==> config.mk <==
export PLATFORM = sky130hd
export DESIGN_NAME = fb_fetch_master
export DESIGN_NICKNAME = d
export VERILOG_FILES = /design/src/rtl/fb_fetch_pkg.sv /design/src/rtl/fb_fetch_master.sv
export SDC_FILE = /design/constraint.sdc
export NUM_CORES = 1
export LEC_CHECK = 0
export ABC_AREA = 1
export ABC_CLOCK_PERIOD_IN_PS = 4950
export BUFFER_PORTS_ARGS = -buffer_cell sky130_fd_sc_hd__buf_2
export CAP_MARGIN = 0
export CORE_ASPECT_RATIO = 1.5
export CORE_MARGIN = 2
export CORE_UTILIZATION = 28
export DETAILED_ROUTE_END_ITERATION = 12
export SKIP_CTS_REPAIR_TIMING = 1
export SLEW_MARGIN = 0
export SYNTH_ARGS = -nofsm -noshare
export SYNTH_HDL_FRONTEND = slang
export SYNTH_SLANG_ARGS = --single-unit
==> constraint.sdc <==
create_clock -name clk -period 4.95 [get_ports clk]
set_clock_uncertainty 0.15 [all_clocks]
set_input_delay 0 -clock clk [delete_from_list [all_inputs] [get_ports clk]]
set_output_delay 0 -clock clk [all_outputs]
set_load 0.005 [all_outputs]
==> src/rtl/fb_fetch_pkg.sv <==
// -----------------------------------------------------------------------------
// fb_fetch_pkg
// Shared types and helpers for the framebuffer fetch master.
//   fetch_state_e  : bus-master FSM state (IDLE, REQ, WAIT_ACK)
//   FRAME_WORDS    : words per frame for the default 800x480 geometry
//   BYTES_PER_WORD : bytes per bus word for the default 32-bit data path
//   word_addr()    : byte address of framebuffer word 'idx'
// -----------------------------------------------------------------------------
package fb_fetch_pkg;

   typedef enum logic [1:0] {
      IDLE     = 2'd0,
      REQ      = 2'd1,
      WAIT_ACK = 2'd2
   } fetch_state_e;

   // Default-geometry values; the fetch master derives its own from parameters.
   localparam int unsigned FRAME_WORDS    = 800 * 480;
   localparam int unsigned BYTES_PER_WORD = 32 / 8;

   // Linear framebuffer address. Computed wide; the caller truncates to the
   // bus address width, which gives plain modulo-2^ADDR_WIDTH arithmetic.
   function automatic logic [63:0] word_addr(input logic [63:0] base,
                                             input logic [63:0] idx,
                                             input logic [63:0] bytes_per_word);
      return base + idx * bytes_per_word;
   endfunction

endpackage

==> src/rtl/fb_fetch_master.sv <==
// -----------------------------------------------------------------------------
// fb_fetch_master
// Wishbone B4 pipelined read master that streams the framebuffer linearly,
// in fixed BURST-word bursts, into the write side of the pixel FIFO. A burst
// is only started while the FIFO reports less than half full, so a whole
// burst always fits.
//
// Optional feature (macro FB_FETCH_ERR_EN): adds wb_err_i and a sticky
// bus_error flag. An error beat completes the beat and pushes a zero word so
// pixel alignment is kept.
//
// Ports
//   clk, reset       : clock, asynchronous active-high reset
//   enable           : fetch enable (level); low in IDLE rewinds to pixel 0
//   wb_cyc_o/stb_o   : bus cycle / request strobe
//   wb_we_o, wb_sel_o: tied read, all byte lanes
//   wb_adr_o         : byte address of the current request
//   wb_stall_i       : slave stall (holds request)
//   wb_ack_i, wb_dat_i: read acknowledge and data
//   wb_err_i         : bus error (FB_FETCH_ERR_EN only)
//   bus_error        : sticky error flag (FB_FETCH_ERR_EN only)
//   fifo_write/wdata : FIFO push, combinational from the ack
//   fifo_half_full   : FIFO occupancy >= FIFO_DEPTH/2
//   frame_start      : pulses with the push of pixel 0 of a frame
// -----------------------------------------------------------------------------
module fb_fetch_master #(
   parameter int unsigned           DATA_WIDTH = 32,
   parameter int unsigned           ADDR_WIDTH = 32,
   parameter logic [ADDR_WIDTH-1:0] BASE_ADDR  = '0,
   parameter int unsigned           HDISP      = 800,
   parameter int unsigned           VDISP      = 480,
   parameter int unsigned           BURST      = 16,
   parameter int unsigned           FIFO_DEPTH = 256
) (
   input  logic                      clk,
   input  logic                      reset,
   input  logic                      enable,
   output logic                      wb_cyc_o,
   output logic                      wb_stb_o,
   output logic                      wb_we_o,
   output logic [DATA_WIDTH/8-1:0]   wb_sel_o,
   output logic [ADDR_WIDTH-1:0]     wb_adr_o,
   input  logic                      wb_stall_i,
   input  logic                      wb_ack_i,
   input  logic [DATA_WIDTH-1:0]     wb_dat_i,
`ifdef FB_FETCH_ERR_EN
   input  logic                      wb_err_i,
   output logic                      bus_error,
`endif
   output logic                      fifo_write,
   output logic [DATA_WIDTH-1:0]     fifo_wdata,
   input  logic                      fifo_half_full,
   output logic                      frame_start
);

   import fb_fetch_pkg::*;

   localparam int unsigned FRAME_LEN  = HDISP * VDISP;
   localparam int unsigned WORD_BYTES = DATA_WIDTH / 8;
   localparam int unsigned PIX_W      = (FRAME_LEN > 1) ? $clog2(FRAME_LEN) : 1;
   localparam int unsigned CNT_W      = $clog2(BURST + 1);

   localparam logic [PIX_W-1:0] PIX_LAST   = PIX_W'(FRAME_LEN - 1);
   localparam logic [CNT_W-1:0] BURST_CNT  = CNT_W'(BURST);
   localparam logic [CNT_W-1:0] BURST_LAST = CNT_W'(BURST - 1);

   // Elaboration-time configuration checks.
   if (BURST == 0 || BURST > FIFO_DEPTH / 2) begin : g_bad_burst
      $error("fb_fetch_master: BURST must be in 1..FIFO_DEPTH/2");
   end
   if (BURST != 0 && (FRAME_LEN % BURST) != 0) begin : g_bad_frame
      $error("fb_fetch_master: HDISP*VDISP must be a multiple of BURST");
   end
   if ((DATA_WIDTH % 8) != 0) begin : g_bad_width
      $error("fb_fetch_master: DATA_WIDTH must be a whole number of bytes");
   end

   fetch_state_e     state_q,   state_d;
   logic [PIX_W-1:0] pix_cnt_q, pix_cnt_d;   // index of the next word to request
   logic [CNT_W-1:0] req_cnt_q, req_cnt_d;   // requests accepted in this burst
   logic [CNT_W-1:0] ack_cnt_q, ack_cnt_d;   // beats completed in this burst
   logic             sof_q,     sof_d;       // this burst starts at pixel 0
`ifdef FB_FETCH_ERR_EN
   logic             bus_err_q, bus_err_d;
`endif

   logic bus_active;   // cyc is high in every state except IDLE
   logic accept;       // request taken by the slave this cycle
   logic beat;         // a read beat completes this cycle

   assign bus_active = (state_q != IDLE);
   assign accept     = (state_q == REQ) & ~wb_stall_i;
`ifdef FB_FETCH_ERR_EN
   assign beat       = bus_active & (wb_ack_i | wb_err_i);
`else
   assign beat       = bus_active & wb_ack_i;
`endif

   // ---------------------------------------------------------------- registers
   // NOTE: every register gets a reset value on the asynchronous reset edge,
   // so cyc/stb fall in the same cycle reset rises and stale acks see cyc=0.
   always_ff @(posedge clk or posedge reset) begin
      if (reset) begin
         state_q   <= IDLE;
         pix_cnt_q <= '0;
         req_cnt_q <= '0;
         ack_cnt_q <= '0;
         sof_q     <= 1'b0;
`ifdef FB_FETCH_ERR_EN
         bus_err_q <= 1'b0;
`endif
      end else begin
         // NOTE: non-blocking assignments so every register samples the
         // pre-edge value of every other register.
         state_q   <= state_d;
         pix_cnt_q <= pix_cnt_d;
         req_cnt_q <= req_cnt_d;
         ack_cnt_q <= ack_cnt_d;
         sof_q     <= sof_d;
`ifdef FB_FETCH_ERR_EN
         bus_err_q <= bus_err_d;
`endif
      end
   end

   // ------------------------------------------------------- next-state logic
   always_comb begin
      // NOTE: hold-value defaults first, so no path through the case leaves a
      // variable unassigned and infers a latch.
      state_d   = state_q;
      pix_cnt_d = pix_cnt_q;
      req_cnt_d = req_cnt_q;
      ack_cnt_d = ack_cnt_q;
      sof_d     = sof_q;

      unique case (state_q)
         IDLE: begin
            if (!enable) begin
               pix_cnt_d = '0;
            end else if (!fifo_half_full) begin
               state_d   = REQ;
               req_cnt_d = '0;
               ack_cnt_d = '0;
               // Frames end on burst boundaries, so a burst either starts a
               // frame or contains no pixel 0 at all.
               sof_d     = (pix_cnt_q == '0);
            end
         end

         REQ: begin
            if (beat) begin
               ack_cnt_d = ack_cnt_q + 1'b1;
            end
            if (accept) begin
               req_cnt_d = req_cnt_q + 1'b1;
               pix_cnt_d = (pix_cnt_q == PIX_LAST) ? '0 : pix_cnt_q + 1'b1;
               if (req_cnt_q == BURST_LAST) begin
                  // A zero-latency slave may have returned every beat already.
                  state_d = (ack_cnt_d == BURST_CNT) ? IDLE : WAIT_ACK;
               end
            end
         end

         WAIT_ACK: begin
            if (beat) begin
               ack_cnt_d = ack_cnt_q + 1'b1;
            end
            if (ack_cnt_d == BURST_CNT) begin
               state_d = IDLE;
            end
         end

         default: state_d = IDLE;
      endcase
   end

`ifdef FB_FETCH_ERR_EN
   assign bus_err_d = bus_err_q | (bus_active & wb_err_i);
`endif

   // ------------------------------------------------------------ output logic
   always_comb begin
      wb_cyc_o    = bus_active;
      wb_stb_o    = (state_q == REQ);
      wb_we_o     = 1'b0;
      wb_sel_o    = '1;
      wb_adr_o    = ADDR_WIDTH'(word_addr(64'(BASE_ADDR), 64'(pix_cnt_q),
                                          64'(WORD_BYTES)));
      fifo_write  = beat;
`ifdef FB_FETCH_ERR_EN
      fifo_wdata  = wb_err_i ? '0 : wb_dat_i;
      bus_error   = bus_err_q;
`else
      fifo_wdata  = wb_dat_i;
`endif
      // Acks return in request order, so the first beat of a frame-start
      // burst carries pixel 0.
      frame_start = beat & sof_q & (ack_cnt_q == '0);
   end

endmodule

======== After elaboration in Yosys (flattened, before gate mapping) ========
Cells that the tools add are included.
W data, S select, Z words.
word-level totals
  memories ................................ 0
  input port bits ......................... 38
  word-level logic and storage cells ...... 56
  register bits after elaboration ......... 32
  memory bits (read-only) ................. 0
  bits in latches ......................... 0
  memory bits (writable) .................. 0
cells by class
  mux-type cells .......................... 19
  divide/modulo/power cells ............... 0
  add/subtract/negate cells ............... 3
  magnitude comparators ................... 0
  bitwise logic cells ..................... 6
  equal/unequal tests ..................... 12
  reduce and logical (&&, ||, !) cells .... 11
  shifts and indexed selects .............. 0
  multiply operators ...................... 0
operators by type and width
  kind                     count
  $mux W19                 3
  $pmux W19 S2             1
  $mux W5                  6
  $add A19 B1 Y19 const B  1
  $eq A19 B19 Y1 const B   1
  $logic_not A19 Y1        1
  $pmux W5 S3              1
  $mux W2                  6
  $add A5 B1 Y5 const B    2
  $eq A5 B5 Y1 const B     2
  $pmux W5 S2              1
  $reduce_and A3 Y1        3
  $ne A2 B2 Y1 const B     4
  $pmux W2 S3              1
  $eq A5 B4 Y1 const B     1
  $logic_not A5 Y1         1
  $reduce_and A5 Y1        1
  $and A1 B1 Y1            4
  $ne A2 B1 Y1 const B     2
  $reduce_and A4 Y1        1
  $reduce_bool A2 Y1       2
  $reduce_bool A3 Y1       1
  $eq A2 B1 Y1 const B     1
  $eq A2 B2 Y1 const B     1
  2 further kinds          3

======== Longest topological paths before layout ========
Gate-level depths: netlist of the first run.
  word-level depth ........................ 9
  gate-level depth with buffers ........... 13
  depth with buffers taken out ............ 13

======== Least setup slack after synthesis of the first run ========
OpenSTA, ideal clock, no wires.
  kind .................................... register -> register
  from .................................... register state_q[1]
  to ...................................... register pix_cnt_q[16]
  arrival ................................. 1.474 ns
  clock period less this slack ............ 1.743 ns
  path buffers ............................ 2
  cell stages (with the launch flop) ...... 10
  path slack .............................. 3.207 ns
  path through ............................ dfrtp_1 inv_1 ha_1 buf_4 o21ai_4 nor2_8 buf_6 nand4_1 xor2_1 nor2_2
between the ends
  cells in the longest elaborated chain, start to end .. 4
ends and longest elaborated chain
  item                                RTL line                text
  start: declaration                  fb_fetch_master.sv:78   fetch_state_e state_q, state_d;
  start signal: assignment            fb_fetch_master.sv:115  state_q <= state_d;
  $eq A2 B1 Y1 (*)                    --
  named net wb_stb_o                  fb_fetch_master.sv:39   output logic wb_stb_o,
  $and A1 B1 Y1                       fb_fetch_master.sv:92   assign accept = (state_q == REQ) & ~wb_stall_i;
  $ne A2 B1 Y1 (no source line)       --
  $reduce_and A3 Y1 (no source line)  --
  end signal: assignment              fb_fetch_master.sv:116  pix_cnt_q <= pix_cnt_d;
  end: declaration                    fb_fetch_master.sv:79   logic [PIX_W-1:0] pix_cnt_q, pix_cnt_d;
Mark *: on every way through the listed nets, which the timed path passes. The rest lies on a longest branch.
A chain may end at the register's enable or synchronous reset.

======== Final worst setup path of the first run ========
  from .................................... register state_q[1]
  to ...................................... register pix_cnt_q[12]
between the ends
  cells in the longest elaborated chain, start to end .. 4
ends and longest elaborated chain
  item                                RTL line
  $eq A2 B1 Y1                        fb_fetch_master.sv:92, fb_fetch_master.sv:136
  $and A1 B1 Y1                       fb_fetch_master.sv:92
  $ne A2 B1 Y1 (no source line)       --
  $reduce_and A3 Y1 (no source line)  --
Parallel ways exist; a longest one is shown, timed or not.

==> impl_metrics.yaml, run 1 <==
critical_path:
  crit_end: "pix_cnt_q[12]$_DFFE_PP0P_"
  critPathLaunch: "state_q[1]$_DFFE_PP0P_"
  critPathCaptureType: "register"
  r2r-end: "pix_cnt_q[12]$_DFFE_PP0P_"
  r2r_start: "state_q[1]$_DFFE_PP0P_"
  criticalPathCategory: "reg -> reg"
  r2r_slack_ns: 2.73
  critical_path.startpoint_type: "register"
  r2r_cells: 10
  arrival_ns: 2.24
  path_max_fanout: 15
  cp.required_ns: 4.97
finish:
  drive_gt1_share_pct: 15.3
  diodes: 0
  syn_to_final_growth_pct: 17.4
  fill_cells: 945
  fin_nets: 427
grt:
  globalRouteTotalUtil_pct: 12.0
  antenna_found_initial: 0
  grt_pass1_wl_um: 9280
  grt_max_degree: 33
  grt_pass1_vias: 2074
  gr-total-overflow: 0
timing:
  tightest_slew_ns: 0.509
  fin_tns_setup_ns: 0
  slew_headroom_pct: 66.1
  slew_violations: 0
  fin_crit_ns: 2.22
  hold_slack_ns: -0.00790
  hold_violations: 1
  fin_crit_sh_pct: 44.9
  fmax_mhz: 450
  setup_viol: 0
  rsz0062_at_grt: "false"
die:
  fp.coreArea_mm2: 0.00883
  num_rows: 42
  die_area_mm2: 0.00984
  ios: 111
  fp.dieW_um: 81.7
  die_y_um: 120
  start_util_pct: 28.7
synthesis:
  synth-main-ff-cell: "dfrtp_1"
  synth-edff-count: 0
  synthAdderAreaFrac_pct: 4.94
  synth.cell_area_mm2: 0.00253
  synth_xor_area_share_pct: 2.77
  synthMuxAreaShare_pct: 0.395
  synth_cell_type_count: 34
  ys_seq_area_share_pct: 31.6
  synth-compound-area-share_pct: 5.83
  ys_ff_latch: 32
  synthSimpleGateAreaFrac_pct: 31.0
  async_flop_share_pct: 100
  syn_inst: 345
  synth_top_family_by_area: "simple AND/OR/NAND/NOR gates"
  avgSynthCellArea_um2: 7.34
  ys_warn_count: 0
routing:
  first_iter_violations: 74
  post-route-drc-count: 0
  met1_length_um: 2350
  wl_met2_um: 2910
  vias_per_cell: 4.56
  top_layer: "met4"
  postRouteAntennaNets: 0
  dr.pass1.iters: 4
  dr_wl_met3_um: 405
  vias: 2236
  wirelength_um: 5830
  wl_per_cell_um: 11.9
cts:
  tritoncts: "built"
  cts_sinks: 32
  ctsHtreeMaxLevel: 2
  insertion_delay_ns: 0.27
  numCtsBuffers: 5
  cts.path.max_buffers: 2
  cts_root_buffer: "clkbuf_16"
  clk_pin_slew_worst_paths_ns: 0.05
pwr:
  pwr-share-comb_pct: 42.2
  power.internal_uw: 644
  p_clk_share_pct: 28.0
  powerDensity_mw_per_mm2: 370
  finalPower_uw: 1100
  vdd_drop_max_mv: 0.130
  leakage_uw: 0.00145
  seqPwrFrac_pct: 29.8
  power.switching_uw: 455
  switching_share_pct: 41.4
placement:
  dpl.hpwl_um: 4270
  numPortBuffers: 28
  place_congestion: 0.915
job:
  maxCapViolations: 0
outcome:
  failed_checks: "negative hold slack"
  status: "finished, violations left"
worst_hold_path:
  hp-class: "in -> reg"
==> cell families after synthesis <==
group,count (synthesis)
compound gates,25
buf+inv,101
mux,1
xor+xnor,8
flops,32
simple gates,166
other cells,2
fa+ha+maj,10
==> critical path, cell delays in order, from the launching register on <==
cell,delay (ns)
dfrtp_1,0.39
inv_1,0.08
ha_1,0.36
nand2_1,0.21
o21ai_4,0.10
nor2_8,0.24
inv_4,0.10
nor3_1,0.25
nand3_1,0.11
nand2_1,0.08
nor2_1,0.04
==> Yosys cell counts (2+ instances only) <==
| cell type | count | area, um^2 |
|---|---|---|
| nand3_1 | 19 | 95.1 |
| nor2_4 | 3 | 33.8 |
| buf_4 | 51 | 383 |
| nor4_1 | 5 | 31.3 |
| o21ai_0 | 10 | 50.1 |
| nand4_1 | 11 | 68.8 |
| o22ai_1 | 5 | 31.3 |
| ha_1 | 10 | 125 |
| dfrtp_1 | 32 | 801 |
| a21oi_1 | 6 | 30.0 |
| nor2_1 | 35 | 131 |
| inv_2 | 2 | 7.51 |
| nor3_2 | 2 | 20.0 |
| nand2_1 | 72 | 270 |
| inv_1 | 45 | 169 |
| xor2_1 | 7 | 61.3 |
| nor2_2 | 3 | 18.8 |
| conb_1 | 2 | 7.51 |
| nor3_1 | 6 | 30.0 |
| nand2_2 | 5 | 31.3 |
==> how the worst min path moves through the flow <==
| stage | from | to | cells past startpoint | slack, ns |
|---|---|---|---|---|
| 3_3_place_gp | wb_dat_i[13] | fifo_wdata[13] | 0 | -0.15 |
| 5_1_grt | enable | sof_q$_DFFE_PP0P_ | 4 | 0.03 |
| 2_1_floorplan | wb_dat_i[0] | fifo_wdata[0] | 1 | -0.07 |
| 6_report | enable | sof_q$_DFFE_PP0P_ | 4 | -0.008 |
| 3_5_place_dp | wb_dat_i[13] | fifo_wdata[13] | 0 | -0.15 |
| 4_1_cts | reset | ack_cnt_q[1]$_DFFE_PP0P_ | 3 | -0.32 |
==> registers in the layout, indices dropped and copies added (netlist names) <==
name,flops
ack_cnt_q,5
req_cnt_q,5
state_q,2
sof_q,1
pix_cnt_q,19
==> power by group through the flow <==
stage | sequential [uW] | clock [uW] | combinational, uW
floorplan | 324 | 0 | 380
global placement | 329 | 0 | 431
detailed placement | 332 | 0 | 443
CTS | 328 | 316 | 444
global route | 331 | 328 | 524
finish | 327 | 308 | 464
==> layer usage <==
layer  vias up  global-route usage [%]
met5         -                       0
met4         0                    5.63
met3        13                    2.24
met2       104                    20.9
met1      1028                    13.9
li1       1091                       -
==> metrics by stage <==
step / setup slack, ns / util (%) / cell area, um^2 / hold slack, ns / instances
3_5_place_dp: 2.74 / 28.1 / 2480 / -0.150 / 448
4_1_cts: 2.72 / 29.8 / 2630 / -0.321 / 456
5_1_grt: 2.52 / 33.7 / 2970 / 0.0267 / 490
3_3_place_gp: 2.82 / 28.1 / 2480 / -0.150 / 448
6_report: 2.73 / 33.7 / 2970 / -0.00790 / 490
2_1_floorplan: 3.21 / - / 2590 / -0.0692 / 361
==> cell usage in the layout (no fill, tap or decap), types with 2 or more instances in the layout <==
| cell | synthesis | layout |
|---|---|---|
| nand2_1 | 72 | 72 |
| inv_1 | 45 | 45 |
| nor2_1 | 35 | 35 |
| dlygate4sd3_1 | 0 | 34 |
| dfrtp_1 | 32 | 32 |
| buf_2 | 0 | 28 |
| nand3_1 | 19 | 19 |
| conb_1 | 2 | 18 |
| nand4_1 | 11 | 11 |
| o21ai_0 | 10 | 10 |
| ha_1 | 10 | 10 |
| xor2_1 | 7 | 7 |
| nor3_1 | 6 | 6 |
| a21oi_1 | 6 | 6 |
| nand2_2 | 5 | 5 |
| nor4_1 | 5 | 5 |
| o22ai_1 | 5 | 5 |
| clkbuf_16 | 0 | 5 |
| nor2_4 | 3 | 3 |
| nor2_2 | 3 | 3 |
| inv_2 | 2 | 2 |
| nor3_2 | 2 | 2 |
| clkinv_2 | 0 | 2 |
==> layout make-up <==
type	count	area, um^2	area share (%)
Multi-Input combinational cell	228	1210	40.6
Timing Repair Buffer	63	488	16.4
Clock buffer	6	139	4.67
Tap cell	110	138	4.63
Sequential cell	32	801	26.9
Inverter	49	191	6.44
Clock inverter	2	10.0	0.337
(Power assumes the default switching activity.)
==> run 2: changes to the inputs <==
--- a/config.mk
+++ b/config.mk
@@ -6,7 +6,7 @@
 export NUM_CORES = 1
 export LEC_CHECK = 0
 export ABC_AREA = 1
-export ABC_CLOCK_PERIOD_IN_PS = 4950
+export ABC_CLOCK_PERIOD_IN_PS = 2000
 export BUFFER_PORTS_ARGS = -buffer_cell sky130_fd_sc_hd__buf_2
 export CAP_MARGIN = 0
 export CORE_ASPECT_RATIO = 1.5
==> constraint.sdc (replaced) <==
create_clock -name clk -period 2 [get_ports clk]
set_clock_uncertainty 0.15 [all_clocks]
set_input_delay 0 -clock clk [delete_from_list [all_inputs] [get_ports clk]]
set_output_delay 0 -clock clk [all_outputs]
set_load 0.005 [all_outputs]
==> impl_metrics.yaml, run 2 (synthesis results as in run 1) <==
timing:
  hold_violations: 1
  hold_slack_ns: -0.0217
  fin_crit_ns: 1.91
  slew_violations: 0
  fmax_mhz: 523
  worst_slack_ns: 0.0864
  fin_crit_sh_pct: 95.7
  setup_viol: 0
  rsz0062_at_grt: "true"
routing:
  postRouteAntennaNets: 0
  dr.pass1.iters: 4
  first_iter_violations: 77
  vias: 2249
  vias_per_cell: 4.48
  wirelength_um: 6030
  wl_per_cell_um: 12.0
  post-route-drc-count: 0
cts:
  cts_sinks: 32
  insertion_delay_ns: 0.28
  numCtsBuffers: 5
  ctsHtreeMaxLevel: 2
  tritoncts: "built"
  clk_pin_slew_worst_paths_ns: 0.05
  cts.path.max_buffers: 2
  cts_root_buffer: "clkbuf_16"
critical_path:
  slowest_stage: "dfrtp_1"
  critical_path.startpoint_type: "register"
  cp.buffers_inverters: 4
  arrival_ns: 1.93
  cp_top_family: "buffers and inverters"
  max_stage_delay_ns: 0.41
  r2r_slack_ns: 0.09
  worstPathCellList: "inv_1 > ha_2 > nand2_1 > inv_2 > nor2_8 > clkbuf_4 > buf_4 > nand3_1 > xor2_1 > nor2_1"
  criticalPathCategory: "reg -> reg"
  critPathCaptureType: "register"
  path_max_fanout: 6
  cp.required_ns: 2.02
finish:
  fill_cells: 936
  drive_gt1_share_pct: 19.4
  largestRegisters: "pix_cnt_q x19, ack_cnt_q x5, req_cnt_q x5"
  layout_commonest_cell: "nand2_1"
  layout_common_cells: "71 x nand2_1, 45 x inv_1, 34 x nor2_1, 34 x dlygate4sd3_1, 32 x dfrtp_1"
  finalNonFillerCells: 502
  fin_util_pct: 35.4
  syn_to_final_growth_pct: 23.3
  regMostFlops: "pix_cnt_q"
  largest_reg_flops: 19
  fin_nets: 439
  diodes: 0
grt:
  grt_max_degree: 33
  grt_pass1_vias: 2153
  globalRouteTotalUtil_pct: 12.6
  grt_pass1_wl_um: 9710
  antenna_found_initial: 0
  gr-total-overflow: 0
worst_hold_path:
  hp-class: "in -> reg"
die:
  num_rows: 42
  die_area_mm2: 0.00984
  ios: 111
  die_y_um: 120
  fp.dieW_um: 81.7
  start_util_pct: 28.7
  fp.coreArea_mm2: 0.00883
outcome:
  failed_checks: "negative hold slack"
  status: "finished, violations left"
pwr:
  switching_share_pct: 38.1
  powerDensity_mw_per_mm2: 981
  pwr-share-comb_pct: 43.1
  power.internal_uw: 1900
  p_clk_share_pct: 30.4
  seqPwrFrac_pct: 26.5
  vdd_drop_max_mv: 0.423
  leakage_uw: 0.00152
  power.switching_uw: 1170
  finalPower_uw: 3060
placement:
  placed_cells: 457
  dpl.hpwl_um: 4420
  pre_cts_ws_ns: -0.0228
  numPortBuffers: 28
  place_congestion: 0.895
job:
  maxCapViolations: 0
[run 2: routing by layer]
layer,wire (um),GRT usage [%]
met3,426,2.16
met1,2400,14.5
met2,3100,22.7
met4,101,4.79
met5,0,0
[run 2: final timing paths]
kind                       cells after the start                        end                      from
max reg2reg                                   10  pix_cnt_q[10]$_DFFE_PP0P_    state_q[1]$_DFFE_PP0P_
min                                            4          sof_q$_DFFE_PP0P_                    enable
max in group asynchronous                      4  pix_cnt_q[18]$_DFFE_PP0P_                     reset
max                                           10  pix_cnt_q[10]$_DFFE_PP0P_    state_q[1]$_DFFE_PP0P_
min in group asynchronous                      4   ack_cnt_q[0]$_DFFE_PP0P_                     reset
min reg2reg                                    2   req_cnt_q[1]$_DFFE_PP0P_  req_cnt_q[1]$_DFFE_PP0P_
[run 2: metrics by stage]
step | hold WS, ns | TNS [ns] | area (um^2)
after detailed placement | -0.150 | -0.0290 | 2550
after CTS | -0.317 | -0.0570 | 2730
after global placement | -0.150 | 0 | 2550
final | -0.0217 | 0 | 3120
after global routing | 0.0264 | -0.113 | 3120
after floorplan | -0.0692 | 0 | 2590
[run 2: cell type report]
cell class	count	area [um^2]	share of cell area, %
inverter	49	191	6.13
sequential	32	801	25.7
clock inverter	1	30.0	0.962
multi-input combinational	228	1230	39.4
tap	110	138	4.41
clock buffer	7	153	4.89
timing repair buffer	75	578	18.5
[run 2: tightest hold or removal path, cell delays in order]
cell	delay (ns)
buf_2	0.11
nand2_1	0.10
o21ai_0	0.09
nand2_1	0.07
[run 2: power by group through the flow]
stage | Clock [uW] | Sequential [uW] | Combinational (uW)
after floorplan | 0 | 801 | 940
after global placement | 0 | 818 | 1140
after detailed placement | 0 | 822 | 1160
after CTS | 950 | 810 | 1170
after global routing | 988 | 822 | 1490
final | 930 | 811 | 1320
